**src/rtl/eth_parser_pkg.sv**
```systemverilog
// Shared types and limits for the ethernet parser front-end blocks.
package eth_parser_pkg;

  typedef enum logic [0:0] {
    ARB_IDLE = 1'b0,
    ARB_BUSY = 1'b1
  } arb_state_t;

  localparam int ARB_MAX_PORTS = 16;
  localparam int ARB_CNT_W     = 32;

endpackage

```
**src/rtl/eth_tag_fifo.sv**
```systemverilog
// Source-port tag FIFO: one entry per granted frame, popped per parser metadata completion.
module eth_tag_fifo #(
  parameter  int WIDTH = 2,
  parameter  int DEPTH = 4,
  localparam int AW    = $clog2(DEPTH)
) (
  input  logic             clk,
  input  logic             rst,
  input  logic             push_i,
  input  logic [WIDTH-1:0] din_i,
  input  logic             pop_i,
  output logic [WIDTH-1:0] dout_o,
  output logic             empty_o,
  output logic             full_o,
  output logic             underflow_o
);

  logic [WIDTH-1:0] mem_q [DEPTH];
  logic [AW:0]      wr_q, wr_d;
  logic [AW:0]      rd_q, rd_d;
  logic             uf_q, uf_d;
  logic             do_push_s, do_pop_s;

  // Extra pointer MSB distinguishes full from empty when the index bits match.
  assign empty_o     = (wr_q == rd_q);
  assign full_o      = (wr_q[AW] != rd_q[AW]) && (wr_q[AW-1:0] == rd_q[AW-1:0]);
  assign do_push_s   = push_i & ~full_o;
  assign do_pop_s    = pop_i & ~empty_o;
  assign dout_o      = mem_q[rd_q[AW-1:0]];
  assign underflow_o = uf_q;

  always_comb begin
    wr_d = wr_q;
    rd_d = rd_q;
    uf_d = uf_q | (pop_i & empty_o);
    if (do_push_s) begin
      wr_d = wr_q + {{AW{1'b0}}, 1'b1};
    end else begin
      wr_d = wr_q;
    end
    if (do_pop_s) begin
      rd_d = rd_q + {{AW{1'b0}}, 1'b1};
    end else begin
      rd_d = rd_q;
    end
  end

  always_ff @(posedge clk) begin
    if (rst) begin
      wr_q <= {(AW+1){1'b0}};
      rd_q <= {(AW+1){1'b0}};
      uf_q <= 1'b0;
    end else begin
      wr_q <= wr_d;
      rd_q <= rd_d;
      uf_q <= uf_d;
    end
  end

  always_ff @(posedge clk) begin
    if (do_push_s) begin
      mem_q[wr_q[AW-1:0]] <= din_i;
    end
  end

endmodule

```
**src/rtl/eth_parser_port_arbiter.sv**
```systemverilog
// Frame-granular round-robin arbiter sharing one parser between NUM_PORTS AXI-Stream ports.
// Define ETH_ARB_STATS_EN to add per-port completed-frame counters on frame_count.
module eth_parser_port_arbiter
  import eth_parser_pkg::*;
#(
  parameter  int NUM_PORTS  = 4,
  parameter  int DATA_WIDTH = 64,
  parameter  int TAG_DEPTH  = 4,
  localparam int PORT_W     = $clog2(NUM_PORTS)
) (
`ifdef ETH_ARB_STATS_EN
  output logic [NUM_PORTS*ARB_CNT_W-1:0]  frame_count,
`endif
  input  logic                            clk,
  input  logic                            rst,
  input  logic [NUM_PORTS*DATA_WIDTH-1:0] s_axis_tdata,
  input  logic [NUM_PORTS-1:0]            s_axis_tvalid,
  output logic [NUM_PORTS-1:0]            s_axis_tready,
  input  logic [NUM_PORTS-1:0]            s_axis_tlast,
  output logic [DATA_WIDTH-1:0]           m_axis_tdata,
  output logic                            m_axis_tvalid,
  input  logic                            m_axis_tready,
  output logic                            m_axis_tlast,
  output logic [PORT_W-1:0]               grant_port,
  output logic                            busy,
  input  logic                            meta_done,
  output logic [PORT_W-1:0]               meta_port,
  output logic                            meta_port_valid,
  output logic                            tag_full,
  output logic                            tag_underflow
);

  arb_state_t        state_q, state_d;
  logic [PORT_W-1:0] grant_q, grant_d;
  logic [PORT_W-1:0] last_q, last_d;
  logic              tag_push_s, tag_empty_s, eop_s;

  // First valid port strictly after the last winner, wrapping modulo NUM_PORTS.
  function automatic logic [PORT_W-1:0] rr_pick(input logic [NUM_PORTS-1:0] valid,
                                                input logic [PORT_W-1:0]    last);
    logic [PORT_W-1:0] pick;
    logic              found;
    int                idx;
    pick  = {PORT_W{1'b0}};
    found = 1'b0;
    for (int i = 1; i <= NUM_PORTS; i++) begin
      idx = (int'(last) + i) % NUM_PORTS;
      if (!found && valid[idx]) begin
        pick  = PORT_W'(idx);
        found = 1'b1;
      end else begin
        found = found;
      end
    end
    return pick;
  endfunction

  assign busy       = (state_q == ARB_BUSY);
  assign grant_port = grant_q;
  assign eop_s      = busy & m_axis_tvalid & m_axis_tready & m_axis_tlast;

  always_comb begin
    state_d    = state_q;
    grant_d    = grant_q;
    last_d     = last_q;
    tag_push_s = 1'b0;
    case (state_q)
      ARB_IDLE: begin
        if ((|s_axis_tvalid) && !tag_full) begin
          grant_d    = rr_pick(s_axis_tvalid, last_q);
          tag_push_s = 1'b1;
          state_d    = ARB_BUSY;
        end else begin
          state_d = ARB_IDLE;
        end
      end
      ARB_BUSY: begin
        if (eop_s) begin
          last_d  = grant_q;
          state_d = ARB_IDLE;
        end else begin
          state_d = ARB_BUSY;
        end
      end
      default: begin
        state_d = ARB_IDLE;
      end
    endcase
  end

  // Zero-latency pass-through of the locked port; everything idles low otherwise.
  always_comb begin
    m_axis_tdata  = {DATA_WIDTH{1'b0}};
    m_axis_tvalid = 1'b0;
    m_axis_tlast  = 1'b0;
    s_axis_tready = {NUM_PORTS{1'b0}};
    if (state_q == ARB_BUSY) begin
      m_axis_tdata           = s_axis_tdata[grant_q*DATA_WIDTH +: DATA_WIDTH];
      m_axis_tvalid          = s_axis_tvalid[grant_q];
      m_axis_tlast           = s_axis_tlast[grant_q];
      s_axis_tready[grant_q] = m_axis_tready;
    end else begin
      s_axis_tready = {NUM_PORTS{1'b0}};
    end
  end

  always_ff @(posedge clk) begin
    if (rst) begin
      state_q <= ARB_IDLE;
      grant_q <= {PORT_W{1'b0}};
      last_q  <= PORT_W'(NUM_PORTS - 1);
    end else begin
      state_q <= state_d;
      grant_q <= grant_d;
      last_q  <= last_d;
    end
  end

  eth_tag_fifo #(
    .WIDTH (PORT_W),
    .DEPTH (TAG_DEPTH)
  ) u_tag_fifo (
    .clk         (clk),
    .rst         (rst),
    .push_i      (tag_push_s),
    .din_i       (grant_d),
    .pop_i       (meta_done),
    .dout_o      (meta_port),
    .empty_o     (tag_empty_s),
    .full_o      (tag_full),
    .underflow_o (tag_underflow)
  );

  assign meta_port_valid = ~tag_empty_s;

`ifdef ETH_ARB_STATS_EN
  logic [ARB_CNT_W-1:0] cnt_q [NUM_PORTS];

  always_ff @(posedge clk) begin
    if (rst) begin
      for (int i = 0; i < NUM_PORTS; i++) begin
        cnt_q[i] <= {ARB_CNT_W{1'b0}};
      end
    end else if (eop_s) begin
      cnt_q[grant_q] <= cnt_q[grant_q] + {{(ARB_CNT_W-1){1'b0}}, 1'b1};
    end
  end

  for (genvar g = 0; g < NUM_PORTS; g++) begin : g_cnt
    assign frame_count[g*ARB_CNT_W +: ARB_CNT_W] = cnt_q[g];
  end
`endif

endmodule
```
**config.mk**
```make
export PLATFORM = sky130hd
export DESIGN_NAME = eth_parser_port_arbiter
export DESIGN_NICKNAME = d
export VERILOG_FILES = /design/src/rtl/eth_parser_pkg.sv /design/src/rtl/eth_tag_fifo.sv /design/src/rtl/eth_parser_port_arbiter.sv
export SDC_FILE = /design/constraint.sdc
export NUM_CORES = 1
export LEC_CHECK = 0
export CELL_PAD_IN_SITES_DETAIL_PLACEMENT = 0
export CELL_PAD_IN_SITES_GLOBAL_PLACEMENT = 2
export CORE_ASPECT_RATIO = 1.2
export CORE_MARGIN = 5
export CORE_UTILIZATION = 16
export DETAILED_ROUTE_END_ITERATION = 10
export GPL_TIMING_DRIVEN = 0
export PLACE_DENSITY = 0.95
export SKIP_LAST_GASP = 1
export SLEW_MARGIN = 40
export SYNTH_ARGS = -nofsm -noshare
export SYNTH_HDL_FRONTEND = slang
export SYNTH_HIERARCHICAL = 1
export SYNTH_SLANG_ARGS = --single-unit
```
**constraint.sdc**
```tcl
create_clock -name clk -period 3.4 [get_ports clk]
set_input_delay 0.51 -clock clk [delete_from_list [all_inputs] [get_ports clk]]
set_output_delay 0.51 -clock clk [all_outputs]
set_load 0.02 [all_outputs]
```
Word level (Yosys, flattened, before mapping)

Memories as Yosys holds them, arrays and structs flattened. A register that Yosys moved wholly into a read port is not among the register bits.
Cells that the tools add are included.

$add $sub $neg: 6
Order comparisons: 6
Equality and inequality tests: 3
Shifts and indexed selects: 1
Mux-type cells: 45
Bitwise logic cells: 15
Reduce and logical (&&, ||, !) cells: 16

Operators by type and width:

| operator              | count |
|---|---|
| $shiftx A256 B9 Y64   | 1 |
| $mux W64              | 1 |
| $mux W1               | 27 |
| $lt A3 B4 Y1 const B  | 4 |
| $mux W2               | 8 |
| $bmux W1 S2           | 6 |
| $reduce_or A2 Y1      | 4 |
| $add A3 B1 Y3 const B | 2 |
| $and A1 B1 Y1         | 6 |
| $logic_and A1 B1 Y1   | 6 |
| $add A2 B1 Y2 const B | 2 |
| $add A2 B2 Y2 const B | 2 |
| $and A1 B1 Y1 const A | 4 |
| $and A4 B4 Y4         | 1 |
| $logic_not A1 Y1      | 4 |
| $mux W4               | 1 |
| $reduce_or A4 Y1      | 1 |
| $eq A3 B3 Y1          | 1 |
| $lt A2 B3 Y1 const B  | 1 |
| $not A1 Y1            | 3 |
| $demux W1 S2          | 1 |
| $eq A2 B2 Y1          | 1 |
| $ge A2 B1 Y1 const B  | 1 |
| $pmux W1 S2           | 1 |
| 3 further kinds       | 3 |

Flip-flop bits (word level): 12
Bits in writable memories: 8
Input bits: 268
Memories kept: 1

Memory list:

| memory           | depth | bits a word | rd ports | clocked after Yosys merged registers in | wr ports | RTL line           | text |
|---|---|---|---|---|---|---|---|
| u_tag_fifo.mem_q | 4     | 2           | 1        | 1                                       | 1        | eth_tag_fifo.sv:18 | `logic [WIDTH-1:0] mem_q [DEPTH];` |

Logic depth before layout (Yosys ltp)

Gate-level depths: netlist of the first run.

Word-level depth: 24
Mapped depth: 10
Mapped depth without buffers: 8

By module

Netlist of the first run, hierarchy kept.

Modules (own cells, without submodules):

| module                  | times used | cells an instance | area an instance (um^2) | seq. area each (um^2) |
|---|---|---|---|---|
| eth_parser_port_arbiter | 1          | 202               | 2,362.3                 | 100.1 |
| eth_tag_fifo            | 1          | 81                | 883.3                   | 420.4 |

Worst setup path before layout of the first run

Ideal clock, no wire load.

Kind: register to register
Start: reg u_tag_fifo.wr_q[1]
End: reg u_tag_fifo.wr_q[2]
Arrival: 2.157 ns
Required time: 3.326 ns
Setup slack: 1.169 ns
Cell stages (with the launch flop): 11
Buffers on the path: 2
Clock period less this slack: 2.231 ns
Path through: dfxtp_1 -> buf_2 -> xnor2_1 -> nand3_1 -> inv_1 -> a211o_1 -> inv_2 -> clkbuf_1 -> nand2_1 -> or4_1 -> a31oi_1

Cells in the longest elaborated chain, start to end: 7

Ends and longest elaborated chain:

| item                   | RTL line                      | text |
|---|---|---|
| start, declared        | eth_tag_fifo.sv:19            | `logic [AW:0] wr_q, wr_d;` |
| start signal, assigned | eth_tag_fifo.sv:50            | `wr_q <= {(AW+1){1'b0}};` |
| start signal, assigned | eth_tag_fifo.sv:54            | `wr_q <= wr_d;` |
| $eq A2 B2 Y1           | eth_tag_fifo.sv:26            | `assign full_o = (wr_q[AW] != rd_q[AW]) && (wr_q[AW-1:0] == rd_q[AW-1:0]);` |
| $logic_and A1 B1 Y1    | eth_tag_fifo.sv:26            |  |
| via tag_full           | eth_parser_port_arbiter.sv:29 | `output logic tag_full,` |
| $logic_not A1 Y1       | eth_parser_port_arbiter.sv:69 | `if ((\|s_axis_tvalid) && !tag_full) begin` |
| $logic_and A1 B1 Y1    | eth_parser_port_arbiter.sv:69 |  |
| $mux W1                | eth_parser_port_arbiter.sv:69 |  |
| $mux W1                | eth_parser_port_arbiter.sv:67 | `case (state_q)` |
| via tag_push_s         | eth_parser_port_arbiter.sv:36 | `logic tag_push_s, tag_empty_s, eop_s;` |
| $and A1 B1 Y1          | eth_tag_fifo.sv:27            | `assign do_push_s = push_i & ~full_o;` |

The timed path passes the listed nets, and every way through them passes these cells.
A chain may end at the register's enable or synchronous reset.

Final worst setup path of the first run

Start: reg state_q, in the netlist busy
End: out m_axis_tdata[58]

Cells in the longest elaborated chain, start to end: 1

Ends and longest elaborated chain:

| item                   | RTL line                       | text |
|---|---|---|
| start, declared        | eth_parser_port_arbiter.sv:33  | `arb_state_t state_q, state_d;` |
| start signal, assigned | eth_parser_port_arbiter.sv:113 | `state_q <= state_d;` |
| $mux W64               | eth_parser_port_arbiter.sv:97  | `if (state_q == ARB_BUSY) begin` |
| end, declared          | eth_parser_port_arbiter.sv:20  | `output logic [DATA_WIDTH-1:0] m_axis_tdata,` |

No other way between the ends.

==> reports/results.txt, run 1 <==
Post-Syn Instances -> 283
Clk Latency, worst-skew pair -> 250 ps
Overall Global Routing Usage -> 15.6%
Total Power -> 3000 µW
Initial Util -> 16.1%
Via density -> 4.37
Most numerous cell in the Yosys netlist -> mux4_2
Final Slew Violations -> 0
#FFs+latches synth -> 22
N_diodes -> 0
Worst-margin pin slew -> 731 ps
Mapped cell area -> 0.00325 mm²
DRC viols -> 0
Status -> complete, no violations
Grt total ovfl -> 0
IO Port Bufs -> 345
Max Cap Violations -> 0
Final worst path period share -> 91.1%
Resized cells post-CTS -> 1
CP Max Fanout -> 10
Antenna violations before repair -> 4
CP Class -> reg2out
Syn Nets -> 556
Antenna viol nets, final -> 0
Area leader, netlist -> mux4_2
Worst hold stages -> 2
CTS Buf Count -> 3
Seq/Total Area, Yosys -> 16.0%
Sum Neg Setup Slack -> 0 ps
First-pass GRT wire length -> 28.0 mm
Leakage power -> 0.00248 µW
Die area -> 0.0232 mm²
Worst Path Required -> 2890 ps
1st-iter DRT viols -> 71
Most used DFF post-synth -> dfxtp_1
TritonCTS clock tree -> yes
Tmin final -> 3100 ps
Post-CTS Hold Fix Bufs -> 0
Post-detail-place hpwl -> 16.8 mm
Yosys Warn Count -> 6
Crit path launch type -> flop
Clock transition at the registers of the reported paths -> 60 ps
Worst VDD drop -> 0.000418 V
Avg Inst Size Synth -> 11.5 µm²
Drt pass-1 iters -> 4
FF-to-FF End -> u_tag_fifo/wr_q[2]$_SDFFE_PP0P_
Worst reg2reg path depth -> 9
Fill count -> 2,062
Die W -> 140 µm
RSZ-0062 raised after global routing -> no
Final nets -> 906
HP Class -> reg2reg
Critical path arrival -> 2590 ps
Synth unique cells -> 42
Ratio of cells with drive above 1 in the final layout -> 15.3%
Io pins -> 346
Largest cells by area after synthesis -> mux4_2 (46%), and2_1 (13%), dfxtp_1 (8.6%)
Worst Hold Launch -> u_tag_fifo/underflow_o$_SDFF_PP0_
Async SR Flop Fraction -> 0%
# rows -> 57
Vias in the first global route -> 4,238
P&R area growth vs syn -> 120%
Post-synth EDFFs -> 8
Most frequent cells after synthesis -> mux4_2 (67), and2_1 (65), dfxtp_1 (14)
R2r setup slk -> 750 ps
Worst-case clock skew -> 2.72 ps
DR vias -> 3,920
DIE HEIGHT -> 166 µm
Core Region -> 0.0201 mm²
Final Hold Vio Count -> 0
Fmax -> 323 MHz
Launch point of the worst reg-to-reg path -> u_tag_fifo/wr_q[0]$_SDFFE_PP0P_
GPL Wtd Cong -> 0.894
Crit. End Element -> output port
P per Cell Area -> 420 mW/mm²
Clk buf depth -> 2
Clock root buffer -> clkbuf_16
Slew margin rel. -> 50.9%
Yosys top cell area share -> 46.5%
Post-CTS setup buffers -> 0
TritonCTS Sinks -> 22
# setup viols final -> 0
Hold Path End -> u_tag_fifo/underflow_o$_SDFF_PP0_
Largest net degree at the start of global routing -> 14
Htree depth -> 1
Final wirelength -> 19.2 mm
WL/cell -> 21.4 µm
worst max-delay path, stage by stage (launching register included):
cell             delay [ps]
dfxtp_1                 630
clkbuf_2                390
clkbuf_1                450
and2_1                  200
clkdlybuf4s50_1         670
state kept, by name, indices dropped and copies added (netlist names), named ones only:
signal / flops
busy: 1
grant_port: 2
last_q: 2
u_tag_fifo/mem_q: 8
u_tag_fifo/wr_q: 3
u_tag_fifo/underflow_o: 1
u_tag_fifo/rd_q: 3
where the power goes:
group / internal (µW) / switching (µW) / total (µW)
sequential: 356 / 67.1 / 423
combinational: 1220 / 1040 / 2250
clock: 233 / 88.5 / 322
through the flow:
| stage | instance area (µm²) | cells | hold WS, ps | worst slack (ps) | util [%] |
|---|---|---|---|---|---|
| 6_report | 7140 | 897 | 474 | 302 | 35.5 |
| 5_1_grt | 7140 | 897 | 520 | 111 | 35.5 |
| 4_1_cts | 7140 | 897 | 483 | 175 | 35.5 |
| 3_5_place_dp | 7030 | 893 | 463 | 228 | 35.0 |
| 3_3_place_gp | 7030 | 893 | 460 | 236 | 35.0 |
| 2_1_floorplan | 3250 | 283 | 501 | 1170 | - |
worst max path at each step:
stage                                                from                         endpoint  slack (ps)  depth (start not counted)
after floorplan           u_tag_fifo/wr_q[1]$_SDFFE_PP0P_  u_tag_fifo/wr_q[2]$_SDFFE_PP0P_        1170                         10
after global placement                    busy$_SDFF_PP0_                 m_axis_tdata[60]         240                          4
after detailed placement                  busy$_SDFF_PP0_                 m_axis_tdata[60]         230                          4
after CTS                                 busy$_SDFF_PP0_                 m_axis_tdata[60]         170                          4
after global routing                      busy$_SDFF_PP0_                 m_axis_tdata[60]         110                          4
final                                     busy$_SDFF_PP0_                 m_axis_tdata[58]         300                          4
cell type report:
| type | count | area, µm² | area share (%) |
|---|---|---|---|
| multi-input combinational | 225 | 2540 | 35.7 |
| inverter | 10 | 37.5 | 0.526 |
| clock inverter | 1 | 30.0 | 0.421 |
| timing repair buffer | 345 | 3450 | 48.4 |
| sequential | 22 | 520 | 7.29 |
| tap | 265 | 332 | 4.65 |
| buffer | 26 | 144 | 2.02 |
| clock buffer | 3 | 75.1 | 1.05 |
placed cells by master, fill, tap and decap left out, types with 2 or more instances in the layout:
cell and count:
nand2b_1 2, a211o_1 3, xnor2_1 3, ha_1 5, clkbuf_1 9, and2_1 65, nor2_1 9, and3_1 2
o21ai_0 5, clkbuf_16 3, nor3b_1 4, nand3_1 5, a31oi_1 5, and3_2 3, nand3b_1 2, mux2i_1 3
clkdlybuf4s50_1 345, a41oi_1 3, o22ai_1 2, mux4_2 67, dfxtp_1 14, buf_6 2, o211ai_1 5, inv_2 2
inv_1 8, buf_2 9, nand2_1 10, buf_4 5, xor2_1 3, a21oi_1 4, edfxtp_1 8, a211o_2 2
nand4_1 2
cells by family (layout without fill, tap and decap cells):
logic type	count (synthesis)	after routing	synth area share, %
AOI/OAI and AO/OA	35	35	7.52
xor gates and xnor gates	6	6	1.62
adders and majority gates	5	5	1.93
buffers and inverters	36	385	5.55
DFF	22	22	16.0
muxes	70	70	47.4
and+or+nand+nor	109	109	19.9
metal layers:
layer / share of wire [%] / GRT usage (%) / up-vias
li1: - / - / 1822
met1: 41 / 19.7 / 1888
met2: 50 / 27.6 / 184
met3: 7.6 / 4.03 / 22
met4: 1.3 / 1.85 / 4
met5: 0.14 / 0 / -
(Power assumes the default switching activity.)
==> run 2: changes to the inputs <==
--- a/config.mk
+++ b/config.mk
@@ -9,10 +9,11 @@
 export CELL_PAD_IN_SITES_GLOBAL_PLACEMENT = 2
 export CORE_ASPECT_RATIO = 1.2
 export CORE_MARGIN = 5
-export CORE_UTILIZATION = 16
+export CORE_UTILIZATION = 15
 export DETAILED_ROUTE_END_ITERATION = 10
 export GPL_TIMING_DRIVEN = 0
-export PLACE_DENSITY = 0.95
+export HOLD_SLACK_MARGIN = 0.08
+export PLACE_DENSITY = 0.93
 export SKIP_LAST_GASP = 1
 export SLEW_MARGIN = 40
 export SYNTH_ARGS = -nofsm -noshare
==> constraint.sdc (replaced) <==
create_clock -name clk -period 3.2 [get_ports clk]
set_input_delay 0.48 -clock clk [delete_from_list [all_inputs] [get_ports clk]]
set_output_delay 0.48 -clock clk [all_outputs]
set_load 0.02 [all_outputs]
==> run 2 against run 1 <==
Sequential power up 6.1%. Via count up 0.46%. Routed wire length up 4.6%. Worst hold slack better by 13 ps. Combinational power up 8%. Non-clock buffer count unchanged. Utilization down 2.3 points. Largest cell class unchanged. Setup slack worse by 170 ps. Critical path type unchanged. Power up 4.2%.
==> reports/results.txt, run 2 (synthesized netlist as in run 1, its figures left out) <==
Status -> complete, no violations
FF-to-FF End -> u_tag_fifo/wr_q[2]$_SDFFE_PP0P_
Most frequent cells in the layout -> clkdlybuf4s50_1 (345), mux4_2 (67), and2_1 (65)
Launch point of the worst reg-to-reg path -> u_tag_fifo/wr_q[0]$_SDFFE_PP0P_
Worst VDD drop -> 0.000409 V (-2.0%)
Clock transition at the registers of the reported paths -> 60 ps (about the same)
Most common cell on crit path -> buf_2
Commonest non-fill, non-tap cell in the layout -> clkdlybuf4s50_1
Clk buf depth -> 2 (unchanged)
Fmax -> 326 MHz
Worst Path Required -> 2720 ps (-170 ps)
Final nets -> 906 (unchanged)
Worst Hold Launch -> u_tag_fifo/underflow_o$_SDFF_PP0_
Die area -> 0.0247 mm² (+6.2%)
Antenna viol nets, final -> 0 (unchanged)
Largest net degree at the start of global routing -> 13 (-1)
Leakage power -> 0.00247 µW (-0.37%)
RSZ-0062 raised after global routing -> no
Overall Global Routing Usage -> 14.9% (-0.67 points)
Max stage delay cell, worst path -> clkdlybuf4s50_1
HP Class -> reg2reg
TritonCTS Sinks -> 22 (unchanged)
Drt pass-1 iters -> 4 (unchanged)
# setup viols final -> 0 (unchanged)
Critical path arrival -> 2590 ps (about the same)
R2r setup slk -> 610 ps (-140 ps)
Final Slew Violations -> 0 (unchanged)
P per Cell Area -> 438 mW/mm² (+4.3%)
Slew margin rel. -> 51.4% (+0.48 points)
DR vias -> 3,938 (+0.46%)
Tmin final -> 3070 ps
Largest delay share family, worst path -> buffers and inverters
Core Region -> 0.0215 mm² (+6.8%)
Total Power -> 3130 µW (+4.2%)
1st-iter DRT viols -> 91 (+28%)
Crit path launch type -> flop
Max reg flops -> 8 (unchanged)
Post-detail-place hpwl -> 17.5 mm (+4.1%)
GPL Wtd Cong -> 0.899 (+0.56%)
CP Buf/Inv Count -> 4 (+1)
Worst path cell trace -> buf_6, buf_2, buf_2, mux4_2, and2_1, clkdlybuf4s50_1
Worst-case clock skew -> 1.51 ps (-1.21 ps)
Vias in the first global route -> 4,180 (-1.4%)
Final Hold Vio Count -> 0 (unchanged)
Final worst path period share -> 95.8%
Worst reg2reg path depth -> 9 (unchanged)
CTS Buf Count -> 3 (unchanged)
DIE HEIGHT -> 171 µm (+3.1%)
Htree depth -> 1 (unchanged)
# rows -> 59 (+3.5%)
Ratio of cells with drive above 1 in the final layout -> 15.3% (unchanged)
Final wirelength -> 20.1 mm (+4.6%)
Crit. End Element -> output port
Clk Latency, worst-skew pair -> 250 ps (about the same)
First-pass GRT wire length -> 27.4 mm (-2.1%)
Antenna violations before repair -> 5 (+1)
Clock root buffer -> clkbuf_16
Max Cap Violations -> 0 (unchanged)
Worst hold stages -> 2 (unchanged)
WL/cell -> 22.1 µm (+3.4%)
Sum Neg Setup Slack -> 0 ps (unchanged)
CP Max Fanout -> 10 (unchanged)
P&R area growth vs syn -> 120%
Min Hold Slack -> 487 ps (+12.9 ps)
Grt total ovfl -> 0 (unchanged)
CP peak stage delay -> 530 ps (-140 ps)
Worst-margin pin slew -> 724 ps (-7.08 ps)
Io pins -> 346 (unchanged)
TritonCTS clock tree -> yes
Hold Path End -> u_tag_fifo/underflow_o$_SDFF_PP0_
Worst setup margin -> 133 ps (-169 ps)
Place WS -> 43.3 ps (-185 ps)
CP Class -> reg2out
IO Port Bufs -> 345 (unchanged)
Post-CTS Hold Fix Bufs -> 0 (unchanged)
DRC viols -> 0 (unchanged)
Die W -> 144 µm (+3.0%)
Initial Util -> 15.1% (-1.0 points)
Via density -> 4.34 (-0.65%)
run 2: tightest hold or removal path, stage by stage, from the launching register on:
cell,delay [ps]
dfxtp_1,330
a41oi_1,50
nor2_1,70
run 2: report_power, final:
part | internal, µW | leakage (µW) | switching, µW
clock | 166 | 0.0000385 | 93.8
sequential | 378 | 0.000190 | 70.3
combinational | 1300 | 0.00224 | 1120
total | 1840 | 0.00247 | 1280
run 2: repair_timing:
item | 4_1_cts | 5_1_grt
resized for setup | 3 | 0
endpoints found under the setup margin | 13 | 0
setup buffers | 0 | 0
run 2: final cells by class:
type	count	area, µm²
clock inverter	1	3.75
timing repair buffer	345	3450
antenna	1	2.50
inverter	10	37.5
fill	2201	14400
multi-input combinational	225	2540
tap	274	343
sequential	22	520
buffer	26	148
clock buffer	3	75.1
run 2: routing by layer:
layer | vias up | global-route usage [%] | routed length, µm
met4 | 8 | 2.07 | 248
met2 | 179 | 27.7 | 10300
li1 | 1817 | - | -
met1 | 1912 | 17.8 | 7790
met3 | 22 | 3.41 | 1710
met5 | - | 0 | 48
run 2: per-stage QoR:
stage | std cells | instance area [µm²] | util, %
after floorplan | 283 | 3250 | -
after global placement | 902 | 7040 | 32.8
after detailed placement | 902 | 7040 | 32.8
after CTS | 906 | 7130 | 33.2
after global routing | 907 | 7130 | 33.2
final | 907 | 7130 | 33.2
run 2: how the worst max path moves through the flow:
stage	startpoint	to	slack, ps	cells past startpoint
after floorplan	u_tag_fifo/wr_q[1]$_SDFFE_PP0P_	u_tag_fifo/wr_q[2]$_SDFFE_PP0P_	970	10
after global placement	busy$_SDFF_PP0_	m_axis_tdata[59]	40	4
after detailed placement	busy$_SDFF_PP0_	m_axis_tdata[59]	40	4
after CTS	grant_port[1]$_SDFF_PP0_	m_axis_tdata[60]	80	6
after global routing	grant_port[1]$_SDFF_PP0_	m_axis_tdata[59]	7	6
final	grant_port[1]$_SDFF_PP0_	m_axis_tdata[60]	130	6
